[config.mk]
export PLATFORM = sky130hd
export DESIGN_NAME = serial_subtractor
export DESIGN_NICKNAME = d
export VERILOG_FILES = /design/src/rtl/serial_sub_pkg.sv /design/src/rtl/full_subtractor.sv /design/src/rtl/serial_subtractor.sv
export SDC_FILE = /design/constraint.sdc
export NUM_CORES = 1
export LEC_CHECK = 0
export ABC_AREA = 1
export CAP_MARGIN = 20
export CORE_MARGIN = 3
export CORE_UTILIZATION = 35
export CTS_BUF_LIST = sky130_fd_sc_hd__clkbuf_16
export DETAILED_ROUTE_END_ITERATION = 7
export PLACE_DENSITY = 0.65
export SYNTH_ARGS = -nofsm -noshare
export SYNTH_HDL_FRONTEND = slang
export SYNTH_SLANG_ARGS = --single-unit
[constraint.sdc]
create_clock -name clk -period 1.3 [get_ports clk]
set_input_delay 0.26 -clock clk [delete_from_list [all_inputs] [get_ports clk]]
set_output_delay 0.26 -clock clk [all_outputs]
set_load 0.005 [all_outputs]
[src/rtl/serial_sub_pkg.sv]
// Shared FSM state encoding and width helper for the bit-serial subtractor.
package serial_sub_pkg;

    typedef enum logic [1:0] {
        S_IDLE = 2'd0,
        S_BUSY = 2'd1,
        S_DONE = 2'd2
    } state_t;

    // Ceiling log2, never less than 1 so a counter always has at least one bit.
    function automatic int unsigned clog2(input int unsigned value);
        int unsigned result;
        int unsigned v;
        result = 0;
        v = value - 1;
        while (v > 0) begin
            result = result + 1;
            v = v >> 1;
        end
        if (result == 0) begin
            result = 1;
        end
        return result;
    endfunction

endpackage

[src/rtl/full_subtractor.sv]
// One-bit full subtractor: d = x - y - bin, with borrow-out.
module full_subtractor (
    input  logic x,
    input  logic y,
    input  logic bin,
    output logic d,
    output logic bout
);

    always_comb begin
        d    = x ^ y ^ bin;
        bout = (~x & y) | (~(x ^ y) & bin);
    end

endmodule

[src/rtl/serial_subtractor.sv]
// Bit-serial ripple-borrow subtractor, LSB first, start/busy/done handshake.
// Define SERIAL_SUB_OVF_EN to add the signed-overflow output ovf.
module serial_subtractor
    import serial_sub_pkg::*;
#(
    parameter int unsigned WIDTH = 4
) (
    input  logic             clk,
    input  logic             rst,
    input  logic             start,
    input  logic [WIDTH-1:0] a,
    input  logic [WIDTH-1:0] b,
    input  logic             bin,
    output logic             busy,
    output logic             done,
    output logic [WIDTH-1:0] diff,
    output logic             bout
`ifdef SERIAL_SUB_OVF_EN
    ,
    output logic             ovf
`endif
);

    localparam int unsigned CNT_W = clog2(WIDTH);
    localparam logic [CNT_W-1:0] LAST_CNT = CNT_W'(WIDTH - 1);

    state_t           state, state_next;
    logic [WIDTH-1:0] a_sr, b_sr, res_sr;
    logic             borrow;
    logic [CNT_W-1:0] count;
    logic             accept, last_step;
    logic             fs_d, fs_bout;

    full_subtractor u_full_subtractor (
        .x    (a_sr[0]),
        .y    (b_sr[0]),
        .bin  (borrow),
        .d    (fs_d),
        .bout (fs_bout)
    );

    always_comb begin
        state_next = state;
        accept     = 1'b0;
        last_step  = 1'b0;
        unique case (state)
            S_IDLE: begin
                if (start) begin
                    accept     = 1'b1;
                    state_next = S_BUSY;
                end
            end
            S_BUSY: begin
                if (count == LAST_CNT) begin
                    last_step  = 1'b1;
                    state_next = S_DONE;
                end
            end
            S_DONE: begin
                if (start) begin
                    accept     = 1'b1;
                    state_next = S_BUSY;
                end else begin
                    state_next = S_IDLE;
                end
            end
            default: state_next = S_IDLE;
        endcase
    end

    always_ff @(posedge clk) begin
        if (rst) begin
            state  <= S_IDLE;
            a_sr   <= '0;
            b_sr   <= '0;
            res_sr <= '0;
            borrow <= 1'b0;
            count  <= '0;
            diff   <= '0;
            bout   <= 1'b0;
`ifdef SERIAL_SUB_OVF_EN
            ovf    <= 1'b0;
`endif
        end else begin
            state <= state_next;
            if (accept) begin
                a_sr   <= a;
                b_sr   <= b;
                borrow <= bin;
                count  <= '0;
            end else if (state == S_BUSY) begin
                a_sr   <= a_sr >> 1;
                b_sr   <= b_sr >> 1;
                res_sr <= {fs_d, res_sr[WIDTH-1:1]};
                borrow <= fs_bout;
                count  <= count + CNT_W'(1);
                // Outputs only move on the MSB step so they stay stable otherwise.
                if (last_step) begin
                    diff <= {fs_d, res_sr[WIDTH-1:1]};
                    bout <= fs_bout;
`ifdef SERIAL_SUB_OVF_EN
                    ovf  <= borrow ^ fs_bout;
`endif
                end
            end
        end
    end

    always_comb begin
        busy = (state == S_BUSY);
        done = (state == S_DONE);
    end

endmodule

==> out/results.ini, run 1 <==
[grt]
grt_max_degree=13
grt_first_pass_wirelength_um=3350
grt_remaining_overflow=0
grt_use_total_pct=12.6
antenna_found_initial=0
grt_pass1_vias=850

[floorplanning]
die_area_um2=3500
ios=19
fp.coreArea_um2=2590
rows=18
die_h_um=59.2
die_w_um=59.2
start_util_pct=38.2

[worst_setup_path]
rr_startpoint=b_sr[0]
cp.arrival_ns=0.96
crit_path_end_kind=output pin
cp_slowest_cell=dfxtp_2
timing_worst_setup_path_type=reg2out
r2r_cells=4
path_cells=inv_4, nor2_8, dlygate4sd2_1
start_kind=flop
crit_required_ns=1.04
cpPeakStageDelay_ns=0.35
critPathLaunch=state[0]
cp_max_fo=2

[sta]
fmax_ghz=0.819
setup_viol=0
fin_worst_skew_ns=0.00113
layout_worst_path_cycle_share_pct=93.9
slew_viol_final=0
slew_headroom_pct=85.7
rsz0062_at_grt=false
worst_slack_ns=0.0795
hold_viol=0
period_needed_ns=1.22
worst_pin_slew_ns=0.214

[logic_synthesis]
synth.distinct_cells=22
postSynthCellCount=127
synth_compound_area_share_pct=10.6
synth_commonest_cells=nor2_1 (30), dfxtp_1 (21), nand2_1 (18)
syn_area_um2=990
synth_xor_area_share_pct=0.885
synth_top_area_share_pct=42.5
async_flop_share_pct=0
synth_edf_count=0
synth_area_leader_cell=dfxtp_1
syn_avg_cell_area_um2=7.79
ys_seq_area_share_pct=42.5
yosys-mux-area-fraction_pct=0
synth_most_common_cell=nor2_1
synth_top_family_by_area=simple AND/OR/NAND/NOR gates
synthTopCellsByArea=dfxtp_1 (42%), nor2_1 (11%), nand2_1 (6.8%), o21ai_0 (5.6%), inv_1 (5.3%)
ys.flop_type=dfxtp_1
synth_nets=141
synthAdderAreaFrac_pct=3.29
synth_warnings=0
synth_simple_gate_area_share_pct=32.2
ys_seq_elements=21

[clocking]
cts_sinks=21
cts.clk_slew.worst_paths_ns=0.06
htree_levels=1
insertion_delay_ns=0.25
clockRootBuffer=clkbuf_16
cts_tree=built
ctsHoldBuffers=0
clockBufferDepth=2
numCtsBuffers=3

[worst_hold_path]
holdCritStartpoint=a_sr[3]
min_path_cells=2
hold_class=reg2reg

[power_and_ir_drop]
peakVddDrop_mv=0.887
p_leak_nw=0.657
p_per_area_nw_per_um2=1180

[detailed_routing]
route.detailed.wl_per_inst_um=10.3
detail-route-antenna-nets=0
vias_per_cell=4.59
drt_iter0_drc=22
remaining_drc_errors=0
wl_um=1980
drtPass1Iterations=4
vias=885

[outcome]
run_status=finished clean

[cells_and_area]
diodes=0
fin_cells=193
drive_gt1_share_pct=25.2
syn_to_final_growth_pct=39.3
nNetsFinal=178

[flow_run]
max-cap-violations=0

[place]
numPortBuffers=18
dp_slack_ns=-0.108
dpl.hpwl_um=1590
place_congestion=0.799
placedCellCount=188

kinds of logic after synthesis:
logic type	Yosys count
AND/OR/NAND/NOR	65
flip-flops	21
buffers and inverters	20
AO/OA/AOI/OAI	18
adder cells (fa/ha/maj)	2
XOR/XNOR	1
through the flow:
step | total power (W) | hold slack (ns) | setup TNS (ns) | util [%] | area [µm²]
floorplan | 0.000885 | 0.419 | 0 | - | 990
finish | 0.00163 | 0.478 | 0 | 53.2 | 1380
global placement | 0.000984 | 0.452 | -0.336 | 50.0 | 1290
CTS | 0.00164 | 0.483 | 0 | 53.3 | 1380
global route | 0.00170 | 0.490 | 0 | 53.2 | 1380
detailed placement | 0.000991 | 0.475 | -0.551 | 50.0 | 1290
flip-flops by register name (all words and copies together) (netlist names):
register	count
a_sr	4
b_sr	4
diff	4
res_sr	3
count	2
state	2
borrow	1
bout	1
power breakdown:
part	switching, W	total (W)	internal [W]
Clock	0.000241	0.000654	0.000413
Combinational	0.000134	0.000270	0.000137
Sequential	0.0000230	0.000706	0.000683
cells in the final DEF (no fill, tap or decap), types with 4 or more instances in the layout:
cell type and instances:
a21oi_2 4, buf_4 18, clkdlybuf4s50_1 11, dfxtp_1 19
dlygate4sd2_1 6, inv_1 14, nand2_1 18, nand3_1 5
nand3_2 4, nor2_1 28, o21ai_0 11
metal layers:
| metal | GRT usage, % | share of wire (%) | wire length [µm] |
|---|---|---|---|
| met1 | 13.2 | 46 | 917 |
| met2 | 23.3 | 48 | 943 |
| met3 | 4.58 | 5.7 | 113 |
| met4 | 3.88 | 0.45 | 9 |
| met5 | 0 | 0 | 0 |
repair_timing:
| action | 4_1_cts | 5_1_grt |
|---|---|---|
| gates cloned | 0 | 0 |
| endpoints found under the setup margin | 7 | 6 |
| setup buffers | 1 | 0 |
| resized for setup | 12 | 3 |
critical path: cells and delay by family (launching register included):
| kind | cells | cell delay (ns) |
|---|---|---|
| DFF | 1 | 0.35 |
| buffers and inverters | 2 | 0.28 |
| and+or+nand+nor | 1 | 0.07 |
worst paths after layout:
path                                  end  slack, ns
worst max-delay path                 busy       0.08
worst max register to register  res_sr[3]       0.10
worst min-delay path              a_sr[3]       0.48
worst min register to register    a_sr[3]       0.48
final cells by class:
cell class | instances | area [µm²]
repair buffers | 36 | 303
fillers | 254 | 1210
flip-flops and latches | 21 | 425
inverters | 16 | 62.6
clock inverters | 1 | 5.00
clock buffers | 3 | 75.1
well taps | 30 | 37.5
multi-input cells | 86 | 470
Power figures use the tool's default switching activity.
==> run 2, diff against run 1 <==
CORE_MARGIN = unset   (was 3)
CORE_UTILIZATION = 45   (was 35)
PLACE_DENSITY = 0.78   (was 0.65)
==> run 2 against run 1 <==
  * Sequential power hardly changed
  * Worst setup slack worse by 0.010 ns
  * Wire length is 5.3% higher
  * Sequential cell count stayed put
  * Via count is 0.23% lower
  * Hold slack worse by 0.0036 ns
  * Power is 0.95% lower
  * Combinational power is 1% lower
  * Non-clock buffer count is 6 lower
  * Clock power is 2% lower
  * Largest cell class unchanged
  * Largest power group unchanged
==> out/results.ini, run 2 (synthesis results as in run 1) <==
[outcome]
run_status=finished clean  ; unchanged

[power_and_ir_drop]
netSwitchingPower_w=0.000392  ; was 0.000398 W
peakVddDrop_mv=0.825  ; was 0.887 mV
total_power_w=0.00162  ; was 0.00163 W
power_frac_clock_pct=39.7  ; was 40.1%
seqPwrFrac_pct=43.8  ; was 43.3%
pwr-share-comb_pct=16.4  ; was 16.6%
p_int_w=0.00122  ; was 0.00123 W
p_per_area_nw_per_um2=1200  ; was 1180 nW/µm²
swShare_pct=24.3  ; was 24.4%
p_leak_nw=0.636  ; was 0.657 nW

[detailed_routing]
vias=883  ; was 885
drt_iter0_drc=18  ; was 22
wl_met2_um=1080  ; was 943 µm
drt-met1-wl_um=945  ; was 917 µm
vias_per_cell=4.80  ; was 4.59
detail-route-antenna-nets=0  ; unchanged
route.detailed.wl_per_inst_um=11.4  ; was 10.3 µm
drtPass1Iterations=4  ; unchanged
wl_um=2090  ; was 1980 µm
remaining_drc_errors=0  ; unchanged
route.top_layer_used=met4  ; unchanged
met3_wirelength_um=44  ; was 113 µm

[place]
numPortBuffers=18  ; unchanged
dpl.hpwl_um=1560  ; was 1590 µm
place_congestion=0.814  ; was 0.799
placed_cell_area_um2=1260  ; was 1290 µm²
dp_slack_ns=-0.0989  ; was -0.108 ns

[worst_setup_path]
crit_path_end_kind=flop  ; was output pin
cp_max_fo=2  ; unchanged
crit_required_ns=1.44  ; was 1.04 ns
start_kind=flop  ; unchanged
timing_worst_setup_path_type=reg2reg  ; was reg2out
cp.arrival_ns=1.37  ; was 0.96 ns

[sta]
slew_headroom_pct=83.8  ; was 85.7%
finalSetupTns_ns=0  ; unchanged
rsz0062_at_grt=false  ; unchanged
period_needed_ns=1.23  ; was 1.22 ns
setup_viol=0  ; unchanged
fin_worst_skew_ns=0.00294  ; was 0.00113 ns
fmax_ghz=0.813  ; was 0.819 GHz
hold_viol=0  ; unchanged
worst_pin_slew_ns=0.242  ; was 0.214 ns
worst_slack_ns=0.0693  ; was 0.0795 ns
slew_viol_final=0  ; unchanged
hold_ws_ns=0.475  ; was 0.478 ns
layout_worst_path_cycle_share_pct=94.7  ; was 93.9%

[clocking]
cts_tree=built  ; unchanged
ctsHoldBuffers=0  ; unchanged
cts.clk_slew.worst_paths_ns=0.06  ; about the same
htree_levels=1  ; unchanged
insertion_delay_ns=0.25  ; about the same
cts_setup_buffers=0  ; was 1
clockBufferDepth=2  ; unchanged
cts_sinks=21  ; unchanged
clockRootBuffer=clkbuf_16  ; unchanged
numCtsBuffers=3  ; unchanged

[cells_and_area]
drive_gt1_share_pct=20.4  ; was 25.2%
layout_common_cells=nor2_1 (30), dfxtp_1 (19), nand2_1 (18)  ; was nor2_1 (28), dfxtp_1 (19), nand2_1 (18), buf_4 (18), inv_1 (14)
final_common_cell=nor2_1  ; unchanged
nNetsFinal=172  ; was 178
diodes=0  ; unchanged
syn_to_final_growth_pct=35.5  ; was 39.3%
design_area_um2=1340  ; was 1380 µm²
top_regs=a_sr: 4 flops, b_sr: 4 flops, diff: 4 flops  ; unchanged

[floorplanning]
die_area_um2=2390  ; was 3500 µm²
start_util_pct=48.9  ; was 38.2%
die_h_um=48.9  ; was 59.2 µm
ios=19  ; unchanged
fp.coreArea_um2=2020  ; was 2590 µm²
die_w_um=48.9  ; was 59.2 µm
rows=16  ; was 18

[grt]
grt_use_total_pct=20.8  ; was 12.6%
grt_remaining_overflow=0  ; unchanged
grt_max_degree=14  ; was 13
grt_pass1_vias=924  ; was 850
grt_first_pass_wirelength_um=3900  ; was 3350 µm
antenna_found_initial=0  ; unchanged

[flow_run]
max-cap-violations=0  ; unchanged

[worst_hold_path]
hold_class=reg2reg  ; unchanged

[run 2: changes by cell type in the layout (fill, tap and decap cells not counted)]
cell and delta:
buf_12 +1, buf_2 -1, buf_4 -7, dlygate4sd2_1 +1, nor2_1 +2, nor2_2 -2, o21ai_0 -1, o21ai_1 +1
[run 2: power groups by stage]
stage          registers (W)  logic [W]  clock network, W
5_1_grt             0.000713   0.000295          0.000695
3_3_place_gp        0.000721   0.000254                 0
3_5_place_dp        0.000722   0.000262                 0
4_1_cts             0.000707   0.000265          0.000652
2_1_floorplan       0.000720   0.000165                 0
6_report            0.000708   0.000266          0.000642
[run 2: metal layers]
layer / vias up / track usage (%)
met5: - / 0
met4: 0 / 4.41
met3: 4 / 4.67
met2: 11 / 36.8
met1: 412 / 25.6
li1: 456 / -
[run 2: area by class of cell]
class / count / area [µm²]
Clock inverter: 1 / 5.00
Sequential cell: 21 / 425
Clock buffer: 3 / 75.1
Timing Repair Buffer: 30 / 274
Fill cell: 164 / 681
Multi-Input combinational cell: 86 / 465
Tap cell: 27 / 33.8
Inverter: 16 / 62.6
[run 2: metrics by stage]
stage	instances	util [%]
6_report	184	66.3
5_1_grt	184	66.3
4_1_cts	184	66.3
3_5_place_dp	180	62.6
3_3_place_gp	180	62.6
2_1_floorplan	127	-
[run 2: critical path, stage by stage (launching register included)]
cell     delay (ns)
dfxtp_1        0.33
inv_1          0.06
fa_1           0.50
o21ai_1        0.17
nor2_1         0.07
[run 2: final timing paths]
kind | start | end | slack [ns] | depth (start not counted)
worst min register to register | count[1] | count[1] | 0.47 | 2
worst max-delay path | b_sr[0] | res_sr[3] | 0.07 | 4
worst max register to register | b_sr[0] | res_sr[3] | 0.07 | 4
worst min-delay path | count[1] | count[1] | 0.47 | 2
[run 2: repair_timing]
action,CTS,global route
gates resized for setup,10,1
setup endpoints to repair,7,1
cloned,0,0
